`config.mk`:
```
export PLATFORM = sky130hd
export DESIGN_NAME = reg_writeback_ctrl_flat
export DESIGN_NICKNAME = d
export VERILOG_FILES = /design/src/rtl/reg_writeback_ctrl_pkg.sv /design/src/rtl/reg_writeback_ctrl_if.sv /design/src/rtl/reg_writeback_ctrl_wb_fifo.sv /design/src/rtl/reg_writeback_ctrl.sv /design/src/flat_wrapper.sv
export SDC_FILE = /design/constraint.sdc
export NUM_CORES = 1
export LEC_CHECK = 0
export CORE_MARGIN = 8
export CORE_UTILIZATION = 25
export CTS_CLUSTER_DIAMETER = 120
export DETAILED_ROUTE_END_ITERATION = 7
export GPL_ROUTABILITY_DRIVEN = 1
export PLACE_DENSITY_LB_ADDON = 0.2
export SLEW_MARGIN = 20
export SYNTH_ARGS = -nofsm -noshare
export SYNTH_HDL_FRONTEND = slang
export SYNTH_SLANG_ARGS = --single-unit
```
`constraint.sdc`:
```
create_clock -name clk -period 7.3 [get_ports clk]
set_input_delay 2.19 -clock clk [delete_from_list [all_inputs] [get_ports clk]]
set_output_delay 2.19 -clock clk [all_outputs]
set_load 0.01 [all_outputs]
```
`src/rtl/reg_writeback_ctrl_pkg.sv`:
```
// Shared register-writeback types: data/index widths and the {rd, data}
// entry that the ALU and load-unit stages also use.
package reg_writeback_ctrl_pkg;

    localparam int XLEN       = 64;
    localparam int REG_ADDR_W = 5;

    typedef struct packed {
        logic [REG_ADDR_W-1:0] rd;
        logic [XLEN-1:0]       data;
    } wb_entry_t;

endpackage

```
`src/rtl/reg_writeback_ctrl_if.sv`:
```
// Bundle of the result handshakes, the register-file write port and the
// pending-lookup signals. master = writeback controller, slave = its
// surroundings (ALU, load unit, register file, issue logic).
//
// Handshake: a result is transferred on a rising clk edge where both
// xx_valid and xx_ready are high. Ready is a function of the registered
// queue occupancy, flush and (for the ALU) ld_valid only; it never looks at
// alu_valid, so valid may safely depend on ready.
interface reg_writeback_ctrl_if
    import reg_writeback_ctrl_pkg::*;
#(
    parameter int data_length = XLEN,
    parameter int addr_size   = REG_ADDR_W
);
    logic                   flush;
    logic                   alu_valid;
    logic                   alu_ready;
    logic [addr_size-1:0]   alu_rd;
    logic [data_length-1:0] alu_data;
    logic                   ld_valid;
    logic                   ld_ready;
    logic [addr_size-1:0]   ld_rd;
    logic [data_length-1:0] ld_data;
    logic                   reg_write;
    logic [addr_size-1:0]   write_reg;
    logic [data_length-1:0] write_data;
    logic [addr_size-1:0]   query_reg1;
    logic [addr_size-1:0]   query_reg2;
    logic                   pending1;
    logic                   pending2;

    modport master (
        input  flush, alu_valid, alu_rd, alu_data, ld_valid, ld_rd, ld_data,
               query_reg1, query_reg2,
        output alu_ready, ld_ready, reg_write, write_reg, write_data,
               pending1, pending2
    );

    modport slave (
        output flush, alu_valid, alu_rd, alu_data, ld_valid, ld_rd, ld_data,
               query_reg1, query_reg2,
        input  alu_ready, ld_ready, reg_write, write_reg, write_data,
               pending1, pending2
    );
endinterface

```
`src/rtl/reg_writeback_ctrl_wb_fifo.sv`:
```
// In-order circular writeback queue: two push ports (push0 lands first),
// one pop port, and per-entry rd match vectors for pending lookups.
// Caller guarantees pushes never exceed free space and pop only when count>0.
module wb_fifo
    import reg_writeback_ctrl_pkg::*;
#(
    parameter  int DEPTH = 4,
    localparam int PW    = $clog2(DEPTH),
    localparam int CW    = $clog2(DEPTH + 1)
) (
    input  logic                  clk,
    input  logic                  rst_n,
    input  logic                  flush,
    input  logic                  push0,
    input  wb_entry_t             push0_entry,
    input  logic                  push1,
    input  wb_entry_t             push1_entry,
    input  logic                  pop,
    output wb_entry_t             head_entry,
    output logic [CW-1:0]         count,
    input  logic [REG_ADDR_W-1:0] query1,
    input  logic [REG_ADDR_W-1:0] query2,
    output logic [DEPTH-1:0]      hit1,
    output logic [DEPTH-1:0]      hit2
);
    wb_entry_t      mem [DEPTH];
    logic [PW-1:0]  head;
    logic [PW-1:0]  tail;
    logic [PW-1:0]  tail_p1;

    assign tail_p1    = tail + PW'(1);
    assign head_entry = mem[head];

    // Storage write: push1 goes behind push0 when both arrive together.
    always_ff @(posedge clk) begin
        if (!flush) begin
            if (push0) mem[tail] <= push0_entry;
            if (push1) mem[push0 ? tail_p1 : tail] <= push1_entry;
        end
    end

    // Pointers and occupancy; flush empties the queue synchronously.
    always_ff @(posedge clk or negedge rst_n) begin
        if (!rst_n) begin
            head  <= '0;
            tail  <= '0;
            count <= '0;
        end else if (flush) begin
            head  <= '0;
            tail  <= '0;
            count <= '0;
        end else begin
            head  <= head + PW'(pop);
            tail  <= tail + PW'(push0) + PW'(push1);
            count <= count + CW'(push0) + CW'(push1) - CW'(pop);
        end
    end

    // An entry is live when its distance from head is below the occupancy.
    for (genvar gi = 0; gi < DEPTH; gi++) begin : g_hit
        logic [PW-1:0] offset;
        logic          live;
        assign offset   = PW'(gi) - head;
        assign live     = CW'(offset) < count;
        assign hit1[gi] = live && (mem[gi].rd == query1);
        assign hit2[gi] = live && (mem[gi].rd == query2);
    end

endmodule

```
`src/rtl/reg_writeback_ctrl.sv`:
```
// Register-file write initiator: accepts load/ALU results, drops x0 writes,
// queues the rest in order and drains one per cycle onto the write port.
module reg_writeback_ctrl
    import reg_writeback_ctrl_pkg::*;
#(
    parameter int data_length = XLEN,
    parameter int addr_size   = REG_ADDR_W,
    parameter int DEPTH       = 4
) (
    input  logic                 clk,
    input  logic                 rst_n,
    reg_writeback_ctrl_if.master bus
);
    localparam int CW = $clog2(DEPTH + 1);

    logic [CW-1:0]          count;
    logic [CW-1:0]          free;
    logic                   ld_push;
    logic                   alu_push;
    logic                   pop;
    wb_entry_t              ld_entry;
    wb_entry_t              alu_entry;
    wb_entry_t              head_entry;
    logic [DEPTH-1:0]       hit1;
    logic [DEPTH-1:0]       hit2;
    logic                   reg_write_q;
    logic [addr_size-1:0]   write_reg_q;
    logic [data_length-1:0] write_data_q;

    // Space is judged on registered occupancy; a same-cycle pop is not credited.
    assign free          = CW'(DEPTH) - count;
    assign bus.ld_ready  = !bus.flush && (free >= CW'(1));
    assign bus.alu_ready = !bus.flush &&
                           ((free >= CW'(2)) || ((free >= CW'(1)) && !bus.ld_valid));

    // Writes to x0 finish the handshake but never occupy a slot.
    assign ld_push  = bus.ld_valid  && bus.ld_ready  && (bus.ld_rd  != '0);
    assign alu_push = bus.alu_valid && bus.alu_ready && (bus.alu_rd != '0);
    assign ld_entry  = '{rd: bus.ld_rd,  data: bus.ld_data};
    assign alu_entry = '{rd: bus.alu_rd, data: bus.alu_data};
    assign pop       = (count != '0) && !bus.flush;

    wb_fifo #(.DEPTH(DEPTH)) u_fifo (
        .clk         (clk),
        .rst_n       (rst_n),
        .flush       (bus.flush),
        .push0       (ld_push),
        .push0_entry (ld_entry),
        .push1       (alu_push),
        .push1_entry (alu_entry),
        .pop         (pop),
        .head_entry  (head_entry),
        .count       (count),
        .query1      (bus.query_reg1),
        .query2      (bus.query_reg2),
        .hit1        (hit1),
        .hit2        (hit2)
    );

    // Register-file write port: one pulse per popped entry, index/data held otherwise.
    always_ff @(posedge clk or negedge rst_n) begin
        if (!rst_n) begin
            reg_write_q  <= 1'b0;
            write_reg_q  <= '0;
            write_data_q <= '0;
        end else if (pop) begin
            reg_write_q  <= 1'b1;
            write_reg_q  <= head_entry.rd;
            write_data_q <= head_entry.data;
        end else begin
            reg_write_q  <= 1'b0;
        end
    end

    assign bus.reg_write  = reg_write_q;
    assign bus.write_reg  = write_reg_q;
    assign bus.write_data = write_data_q;

    // A register is pending while queued or while its write is on the port.
    assign bus.pending1 = (bus.query_reg1 != '0) &&
                          ((|hit1) || (reg_write_q && (write_reg_q == bus.query_reg1)));
    assign bus.pending2 = (bus.query_reg2 != '0) &&
                          ((|hit2) || (reg_write_q && (write_reg_q == bus.query_reg2)));

endmodule

```
`src/flat_wrapper.sv`:
```
// flat-port wrapper written by rule: the top's interface ports become plain ports
module reg_writeback_ctrl_flat import reg_writeback_ctrl_pkg::*;
#(
    parameter int data_length = XLEN,
    parameter int addr_size   = REG_ADDR_W,
    parameter int DEPTH       = 4
)
  (clk, rst_n, bus_flush, bus_alu_valid, bus_alu_rd, bus_alu_data, bus_ld_valid, bus_ld_rd, bus_ld_data, bus_query_reg1, bus_query_reg2, bus_alu_ready, bus_ld_ready, bus_reg_write, bus_write_reg, bus_write_data, bus_pending1, bus_pending2);
  reg_writeback_ctrl_if #(.data_length(data_length), .addr_size(addr_size)) bus_i ();
  input  logic clk;
  input  logic rst_n;
  input wire logic [$bits(bus_i.flush)-1:0] bus_flush;
  input wire logic [$bits(bus_i.alu_valid)-1:0] bus_alu_valid;
  input wire logic [$bits(bus_i.alu_rd)-1:0] bus_alu_rd;
  input wire logic [$bits(bus_i.alu_data)-1:0] bus_alu_data;
  input wire logic [$bits(bus_i.ld_valid)-1:0] bus_ld_valid;
  input wire logic [$bits(bus_i.ld_rd)-1:0] bus_ld_rd;
  input wire logic [$bits(bus_i.ld_data)-1:0] bus_ld_data;
  input wire logic [$bits(bus_i.query_reg1)-1:0] bus_query_reg1;
  input wire logic [$bits(bus_i.query_reg2)-1:0] bus_query_reg2;
  output wire logic [$bits(bus_i.alu_ready)-1:0] bus_alu_ready;
  output wire logic [$bits(bus_i.ld_ready)-1:0] bus_ld_ready;
  output wire logic [$bits(bus_i.reg_write)-1:0] bus_reg_write;
  output wire logic [$bits(bus_i.write_reg)-1:0] bus_write_reg;
  output wire logic [$bits(bus_i.write_data)-1:0] bus_write_data;
  output wire logic [$bits(bus_i.pending1)-1:0] bus_pending1;
  output wire logic [$bits(bus_i.pending2)-1:0] bus_pending2;
  assign bus_i.flush = bus_flush;
  assign bus_i.alu_valid = bus_alu_valid;
  assign bus_i.alu_rd = bus_alu_rd;
  assign bus_i.alu_data = bus_alu_data;
  assign bus_i.ld_valid = bus_ld_valid;
  assign bus_i.ld_rd = bus_ld_rd;
  assign bus_i.ld_data = bus_ld_data;
  assign bus_i.query_reg1 = bus_query_reg1;
  assign bus_i.query_reg2 = bus_query_reg2;
  assign bus_alu_ready = bus_i.alu_ready;
  assign bus_ld_ready = bus_i.ld_ready;
  assign bus_reg_write = bus_i.reg_write;
  assign bus_write_reg = bus_i.write_reg;
  assign bus_write_data = bus_i.write_data;
  assign bus_pending1 = bus_i.pending1;
  assign bus_pending2 = bus_i.pending2;
  reg_writeback_ctrl #(.data_length(data_length), .addr_size(addr_size), .DEPTH(DEPTH)) u_core (.clk(clk), .rst_n(rst_n), .bus(bus_i));
endmodule
```
---- Yosys cells after proc, flatten, opt, wreduce, memory -nomap -nowiden ----
Memories as Yosys holds them, arrays and structs flattened. A register that Yosys moved wholly into a read port is not among the register bits.
Cells that the tools add are included.
storage, ports and cells
  bits in registers ....................... 8
  latch bits .............................. 0
  RAM bits ................................ 276
  memory bits (read-only) ................. 0
  input bits .............................. 153
  output and inout port bits .............. 74
  word-level logic and storage cells ...... 77
  memories ................................ 1
memory list
  memory             depth  width  read ports  clocked after memory_dff  write ports  line                              RTL
  u_core.u_fifo.mem  4      69     5           1                         2            reg_writeback_ctrl_wb_fifo.sv:26  wb_entry_t mem [DEPTH];
cells by class
  $add $sub $neg .......................... 12
  $mul .................................... 0
  divide/modulo/power cells ............... 0
  magnitude comparators ................... 6
  equal/unequal tests ..................... 10
  shifts and indexed selects .............. 0
  muxes and demuxes ....................... 11
  bitwise gates (word level) .............. 0
  reduce and logical (&&, ||, !) cells .... 33
operators with widths
  kind                   number
  $eq A5 B5 Y1           10
  $logic_and A1 B1 Y1    20
  $reduce_bool A5 Y1     4
  $lt A2 B3 Y1           4
  $reduce_or A4 Y1       2
  $mux W1                7
  $add A2 B1 Y2          3
  $add A3 B1 Y3          2
  $mux W2                3
  $sub A1 B2 Y2 const A  2
  $sub A2 B2 Y2 const A  2
  $ge A3 B1 Y1 const B   1
  $ge A3 B2 Y1 const B   1
  $logic_not A1 Y1       3
  $logic_or A1 B1 Y1     3
  $mux W3                1
  $reduce_bool A3 Y1     1
  $sub A3 B1 Y3          1
  $sub A3 B3 Y3 const A  1
  $add A2 B1 Y2 const B  1

---- Longest topological paths before layout ----
Gate-level depths: netlist of run 1.
  word-level depth ........................ 10
  mapped depth ............................ 14
  depth with buffers taken out ............ 12

---- Modules after synthesis ----
From an unflattened synthesis of run 1, not the netlist that was laid out.
second synthesis, totals
  cell total of the unflattened synthesis .. 994
  area, all modules ....................... 17317.9 um^2
by module, submodules not included
  module              instances  cells an instance  area an instance (um^2)  seq. area each (um^2)
  wb_fifo             1          809                14448.9                  8463.1
  reg_writeback_ctrl  1          185                2869.0                   1751.7

---- Worst setup path after synthesis of run 1 ----
Ideal clock, no wire load.
  path type ............................... input to register
  from .................................... input bus_ld_rd[0]
  to ...................................... memory u_core.u_fifo.mem[2][0] (netlist name) (enable)
  library setup time ...................... 429 ps
  arrival ................................. 5309 ps
  required time ........................... 6871 ps
  path slack .............................. 1562 ps
  stages on the path ...................... 8
  path buffers ............................ 2
  cell sequence ........................... or4_1 > o211a_4 > clkinv_4 > mux2_4 > nand2b_1 > buf_6 > buf_6 > nand2_1
RTL lines
  what                line                              RTL
  start: declaration  flat_wrapper.sv:17                input wire logic [$bits(bus_i.ld_rd)-1:0] bus_ld_rd;
  end: declaration    reg_writeback_ctrl_wb_fifo.sv:26

---- Worst setup path in the final report of run 1 ----
  from .................................... input bus_query_reg2[0]
  to ...................................... output bus_pending2
on the way
  word-level cells in the longest chain between the ends .. 5
  elaborated cells on any way between the ends .. 14
  those cells by class .................... 5 x eq/ne; 9 x reduce/logical
ends and longest elaborated chain
  what                     line                              RTL
  start: declaration       flat_wrapper.sv:20                input wire logic [$bits(bus_i.query_reg2)-1:0] bus_query_reg2;
  $eq A5 B5 Y1             reg_writeback_ctrl_wb_fifo.sv:66  assign hit2[gi] = live && (mem[gi].rd == query2);
  $logic_and A1 B1 Y1      reg_writeback_ctrl_wb_fifo.sv:66
  $reduce_or A4 Y1         reg_writeback_ctrl.sv:83          ((|hit2) || (reg_write_q && (write_reg_q == bus.query_reg2)));
  $logic_or A1 B1 Y1       reg_writeback_ctrl.sv:83
  $logic_and A1 B1 Y1 (*)  reg_writeback_ctrl.sv:82          assign bus.pending2 = (bus.query_reg2 != '0) &&
  end: declaration         flat_wrapper.sv:27                output wire logic [$bits(bus_i.pending2)-1:0] bus_pending2;
Every way passes the cells marked *; elsewhere a longest branch is shown, timed or not.

==> reports/qor.csv, run 1 <==
metric;value;unit
die_area;77100;um2
wl;57300;um
slew_headroom;20.7;%
cpMaxStageDelayCell;clkdlybuf4s50_1;
crit_path_start;bus_query_reg2[0];
p_leak;7.06;nW
crit_buf_inv;2;
row_count;96;
clock_skew;0.0104;ns
ys_ff_latch;353;
grt_setup_unrepaired;no;
worstHoldStart;u_core.bus.write_data[15]$_DFFE_PN0P_;
cts_hold_buffers;0;
postSynthAreaPerCell;15.6;um2
async_flop_share;21.8;%
detailed_place_hpwl;32900;um
synth_cells;1096;
timing.rr.start;u_core.u_fifo.count[0]$_DFF_PN0_;
cts_resized;0;
diodes;0;
grt.overflow.total;0;
fin_util;31.8;%
initial_core_util;25.1;%
cp-start-kind;input pin;
fin_ws;0.803;ns
maxSlewViolCount;0;
crit_chain;clkdlybuf4s50_1 -> xnor2_1 -> nand3_1 -> or4_1 -> nand3_1 -> o22a_1 -> clkdlybuf4s50_1;
pin_count;227;
wire_per_inst;26.0;um
clockRootBuffer;clkbuf_16;
cts.clk_slew.worst_paths;0.06;ns
yosysUniqueCellTypes;39;
grt_usage;14.5;%
place.gp.congestion;0.734;
fin_crit;6.50;ns
post_dp_cell_area;20200;um2
ys.warnings.count;0;
drtIter0Drc;746;
synth_top_cell_by_area;edfxtp_1;
fin_setup_tns;0;ns
yosysTopAreaCellShare;48.4;%
grt_pass1_wl;84500;um
area_growth;26.7;%
largest_register_ffs;276;
synth_area_leaders;edfxtp_1 48%, o2bb2ai_1 14%, dfrtp_1 11%;
die_h;278;um
end_kind;output port;
path_delay_family;buffers and inverters;
insertion_delay;0.56;ns
yosysSeqAreaShare;59.7;%
vias_per_cell;5.01;
cts_buffers;44;
hold_viol;0;
synthesis.nets;1266;
multi_input_comb_area;6300;um2
pre_cts_ws;0.794;ns
max_stage_delay;0.66;ns
nets;1460;
fmaxAchievable;0.154;GHz
die_x;278;um
port_buffers;226;
final_area;21700;um2
clock_sinks;353;
r2r_slack;3.16;ns
finalSetupViolCount;0;
cts_tree;built;
synth_edf_count;276;
antenna_found_initial;1;
core-area;68200;um2
grt_max_degree;70;
num-fill-cells;6678;
ys.flop_type;edfxtp_1;
drive_gt1_share;19.2;%
timing.final.crit_share;89.0;%
arrival;4.31;ns
grt_pass1_vias;12100;
synth_common_cells;276 x edfxtp_1, 276 x o2bb2ai_1, 81 x nand2_1;
ant_nets;0;
critical_path.max_fanout;6;
hold_path.class;reg2reg;
route.detailed.drc;0;
worstMarginPinSlew;1.19;ns
dr.pass1.iters;5;
clockBufferDepth;3;
htreeDepth;2;
status;finished clean;
vias;11100;
post-cts-setup-buffer-count;0;
drv_cap;0;
regArea;10200;um2
power_density;386;nW/um2
peakVddDrop;0.205;mV
required;5.11;ns
critPathKind;in2out;
syn_area;17100;um2
==> worst paths after layout <==
path,end,cells after the start
hold reg to reg,u_core.bus.write_data[15]$_DFFE_PN0P_,1
setup / recovery,bus_pending2,7
max in group asynchronous,u_core.bus.write_data[24]$_DFFE_PN0P_,2
hold / removal,u_core.bus.write_data[15]$_DFFE_PN0P_,1
min in group asynchronous,u_core.bus.write_reg[4]$_DFFE_PN0P_,1
setup reg to reg,u_core.u_fifo.mem[2][42]$_DFFE_PP_,10
==> metal layers <==
layer | GRT usage [%] | vias up | share of wire (%)
li1 | - | 4850 | -
met1 | 18.7 | 5833 | 44
met3 | 2.88 | 66 | 4.7
met5 | 0 | - | 0.023
met2 | 25.0 | 318 | 49
met4 | 3.05 | 2 | 1.7
==> cells by family (layout without fill, tap and decap cells) <==
logic type	Yosys count	count (layout)	synth area share [%]
AO/OA/AOI/OAI	294	294	15.0
XOR/XNOR	55	55	2.81
adder cells (fa/ha/maj)	17	17	1.37
buffers and inverters	111	341	3.98
flip-flops	353	353	59.7
multiplexers	142	142	14.0
AND/OR/NAND/NOR	124	124	3.25
==> placed cells by master, fill, tap and decap left out, drive strengths merged, types with 14 or more instances in the layout <==
| cell | netlist | routed |
|---|---|---|
| o2bb2ai | 276 | 276 |
| nand2 | 81 | 81 |
| edfxtp | 276 | 276 |
| mux4 | 69 | 69 |
| xor2 | 35 | 35 |
| clkbuf | 54 | 65 |
| clkdlybuf4s50 | 0 | 225 |
| buf | 48 | 25 |
| dfrtp | 77 | 77 |
| mux2 | 71 | 71 |
| xnor2 | 20 | 20 |
| ha | 14 | 14 |
==> report_power, final <==
part / switching (mW) / internal, mW
clock network: 0.879 / 1.41
logic: 1.64 / 1.33
registers: 0.312 / 2.81
==> stage by stage <==
step	hold slack, ns	instances	total power [mW]
after global placement	0.491	2126	6.18
after CTS	0.507	2208	8.53
after floorplan	0.551	1096	4.82
after detailed placement	0.494	2126	6.21
after global routing	0.521	2208	8.79
final	0.504	2208	8.38
==> layout make-up <==
type,count,area share [%]
well taps,882,5.09
repair buffers,250,11.5
clock inverters,17,0.900
inverters,9,0.179
flip-flops and latches,353,47.1
clock buffers,65,6.14
multi-input cells,632,29.1
Note: power is estimated with default switching activity, not from simulation.
==> inputs of run 2 (changes only) <==
--- a/config.mk
+++ b/config.mk
@@ -5,6 +5,7 @@
 export SDC_FILE = /design/constraint.sdc
 export NUM_CORES = 1
 export LEC_CHECK = 0
+export ABC_AREA = 1
 export CORE_MARGIN = 8
 export CORE_UTILIZATION = 25
 export CTS_CLUSTER_DIAMETER = 120
==> reports/qor.csv, run 2 <==
metric;value;unit;change
status;finished clean;;unchanged
yosysUniqueCellTypes;34;;was 39
wl;70400;um;was 57300 um
worstHoldStart;u_core.u_fifo.mem[2][17]$_DFFE_PP_;;was u_core.bus.write_data[15]$_DFFE_PN0P_
cts.clk_slew.worst_paths;0.05;ns;was 0.06 ns
vias_per_cell;5.03;;was 5.01
syn_area;18200;um2;was 17100 um2
cp-start-kind;input pin;;unchanged
worstMarginPinSlew;1.09;ns;was 1.19 ns
yosysSeqAreaShare;56.0;%;was 59.7%
synth_area_leaders;edfxtp_1 45%, nand2_1 14%, dfrtp_1 11%;;was edfxtp_1 48%, o2bb2ai_1 14%, dfrtp_1 11%
ys.flop_type;edfxtp_1;;unchanged
detailed_place_hpwl;39600;um;was 32900 um
grt_pass1_wl;104000;um;was 84500 um
core-area;72600;um2;was 68200 um2
finalSetupViolCount;0;;unchanged
clock_skew;0.0178;ns;was 0.0104 ns
die_x;286;um;was 278 um
synth-simple-area-share;27.6;%;was 3.25%
synth_edf_count;276;;unchanged
htreeDepth;2;;unchanged
ys.warnings.count;0;;unchanged
dr.pass1.iters;8;;was 5
fin_crit;6.35;ns;was 6.50 ns
postSynthAreaPerCell;9.50;um2;was 15.6 um2
route.detailed.drc;0;;unchanged
timing.rr.start;u_core.u_fifo.count[1]$_DFF_PN0_;;was u_core.u_fifo.count[0]$_DFF_PN0_
antenna_found_initial;2;;was 1
synthMuxAreaShare;0;%;was 14.0%
cts_buffers;44;;unchanged
die_h;286;um;was 278 um
hold_end;u_core.bus.write_data[17]$_DFFE_PN0P_;;was u_core.bus.write_data[15]$_DFFE_PN0P_
layout_commonest_cell;nand2_1;;
fin_setup_tns;0;ns;unchanged
grt.overflow.total;0;;unchanged
grt_usage;16.6;%;was 14.5%
drive_gt1_share;5.63;%;was 19.2%
cts_hold_buffers;0;;unchanged
arrival;4.16;ns;was 4.31 ns
timing.final.crit_share;86.9;%;was 89.0%
wire_per_inst;23.2;um;was 26.0 um
async_flop_share;21.8;%;unchanged
hold_path.class;reg2reg;;unchanged
pin_count;227;;unchanged
hold_viol;0;;unchanged
synth_top_family_by_area;simple AND/OR/NAND/NOR gates;;was compound AO/OA/AOI/OAI gates
synth_common_cells;701 x nand2_1, 277 x nand4_1, 276 x edfxtp_1;;was 276 x edfxtp_1, 276 x o2bb2ai_1, 81 x nand2_1
grt_pass1_vias;15500;;was 12100
synth_cells;1919;;was 1096
num-fill-cells;7478;;was 6678
worstReg2RegEnd;u_core.u_fifo.mem[1][52]$_DFFE_PP_;;was u_core.u_fifo.mem[2][42]$_DFFE_PP_
p_leak;8.62;nW;was 7.06 nW
end_kind;output port;;unchanged
grt_max_degree;97;;was 70
drv_cap;0;;unchanged
area_growth;24.0;%;was 26.7%
grt_use_met2;29.3;%;was 25.0%
post-cts-setup-buffer-count;0;;unchanged
fmaxAchievable;0.158;GHz;was 0.154 GHz
cts_resized;0;;unchanged
final_cell_mix;697 x nand2_1, 277 x nand4_1, 276 x edfxtp_1, 225 x clkdlybuf4s50_1, 103 x nor2_1;;was 276 x o2bb2ai_1, 276 x edfxtp_1, 225 x clkdlybuf4s50_1, 77 x nand2_1, 75 x dfrtp_1
nets;2214;;was 1460
critical_path.max_fanout;6;;unchanged
r2r_slack;3.30;ns;was 3.16 ns
top_usage_layer;met2;;unchanged
peakVddDrop;0.212;mV;was 0.205 mV
clockRootBuffer;clkbuf_16;;unchanged
largest_register_ffs;276;;unchanged
place.gp.congestion;0.766;;was 0.734
power_density;377;nW/um2;was 386 nW/um2
synth_most_common_cell;nand2_1;;
synthesis.nets;2089;;was 1266
synth_fa_ha_area_share;1.29;%;was 1.37%
ys_ff_latch;353;;unchanged
vias;15300;;was 11100
initial_core_util;25.1;%;about the same
yosysTopAreaCellShare;45.5;%;was 48.4%
insertion_delay;0.57;ns;was 0.56 ns
ant_nets;0;;unchanged
maxSlewViolCount;0;;unchanged
synth_compound_area_share;7.18;%;was 15.0%
drtIter0Drc;1015;;was 746
cts_tree;built;;unchanged
clock_sinks;353;;unchanged
port_buffers;226;;unchanged
grt.met1_usage;21.0;%;was 18.7%
grtUsageMet3;3.00;%;was 2.88%
die_area;81800;um2;was 77100 um2
synth_top_cell_by_area;edfxtp_1;;unchanged
row_count;99;;was 96
fin_util;31.1;%;was 31.8%
synth-xor-area-share;1.97;%;was 2.81%
slew_headroom;27.1;%;was 20.7%
required;5.11;ns;about the same
holdPathStages;2;;was 1
reg2reg_depth;12;;was 10
clockBufferDepth;3;;unchanged
grt_setup_unrepaired;no;;unchanged
critPathKind;in2out;;unchanged
run 2: changes by cell type in the layout (fill, tap and decap cells not counted), sizes merged, moves of 11 or more:
cell / change
nand2: +631
nand4: +277
o2bb2ai: -276
nor2: +96
a22oi: +87
mux2: -71
mux4: -69
a41oi: +43
a31oi: +26
inv: +26
xor2: -18
nand3: +11
o21ai: +11
run 2: worst max path at each step:
stage,slack (ns),to,start,cells past startpoint
floorplan,2.04,bus_pending1,bus_query_reg1[2],8
global placement,0.92,bus_pending2,bus_query_reg2[2],9
detailed placement,0.93,bus_pending2,bus_query_reg2[2],9
CTS,0.92,bus_pending2,bus_query_reg2[2],9
global route,0.77,bus_pending2,bus_query_reg2[2],11
finish,0.95,bus_pending2,bus_query_reg2[2],9
run 2: where the power goes:
| group | switching, mW | internal [mW] | leakage (nW) |
|---|---|---|---|
| clock network | 0.893 | 1.41 | 0.728 |
| logic | 2.17 | 0.996 | 4.49 |
| registers | 0.286 | 2.76 | 3.39 |
| total | 3.35 | 5.16 | 8.62 |
run 2: metrics by stage:
stage	worst slack [ns]	hold WS [ns]	cell area, um2	cells	total power [mW]
2_1_floorplan	2.04	0.506	18200	1919	4.90
3_3_place_gp	0.923	0.512	21100	2957	6.29
3_5_place_dp	0.935	0.527	21100	2957	6.31
4_1_cts	0.917	0.526	22600	3037	8.65
5_1_grt	0.773	0.569	22600	3038	8.99
6_report	0.954	0.527	22600	3039	8.52
run 2: area by class of cell:
class                           instances  area [um2]  area share [%]
Timing Repair Buffer                  252        2510            11.1
Multi-Input combinational cell       1358        7050            31.2
Clock buffer                           60        1210            5.36
Sequential cell                       353       10200            45.2
Tap cell                              959        1200            5.31
Clock inverter                         20         280            1.24
Inverter                               35         133           0.587
Antenna cell                            2        5.00          0.0221
run 2: cells by family after synthesis:
family | Yosys count
AND/OR/NAND/NOR | 1123
flip-flops | 353
buffers and inverters | 208
AO/OA/AOI/OAI | 177
XOR/XNOR | 41
adder cells (fa/ha/maj) | 17
run 2: critical path, stage by stage:
cell	delay, ns
clkdlybuf4s50_1	0.61
inv_1	0.19
nor2_1	0.06
nor3_1	0.18
nand3_1	0.12
nand3_1	0.10
nor2_1	0.06
nor2_1	0.09
clkdlybuf4s50_1	0.56
run 2: metal layers:
layer	up-vias	share of wire, %
met2	490	50
met1	7577	43
met4	0	1.8
li1	7125	-
met5	-	0
met3	80	5.5
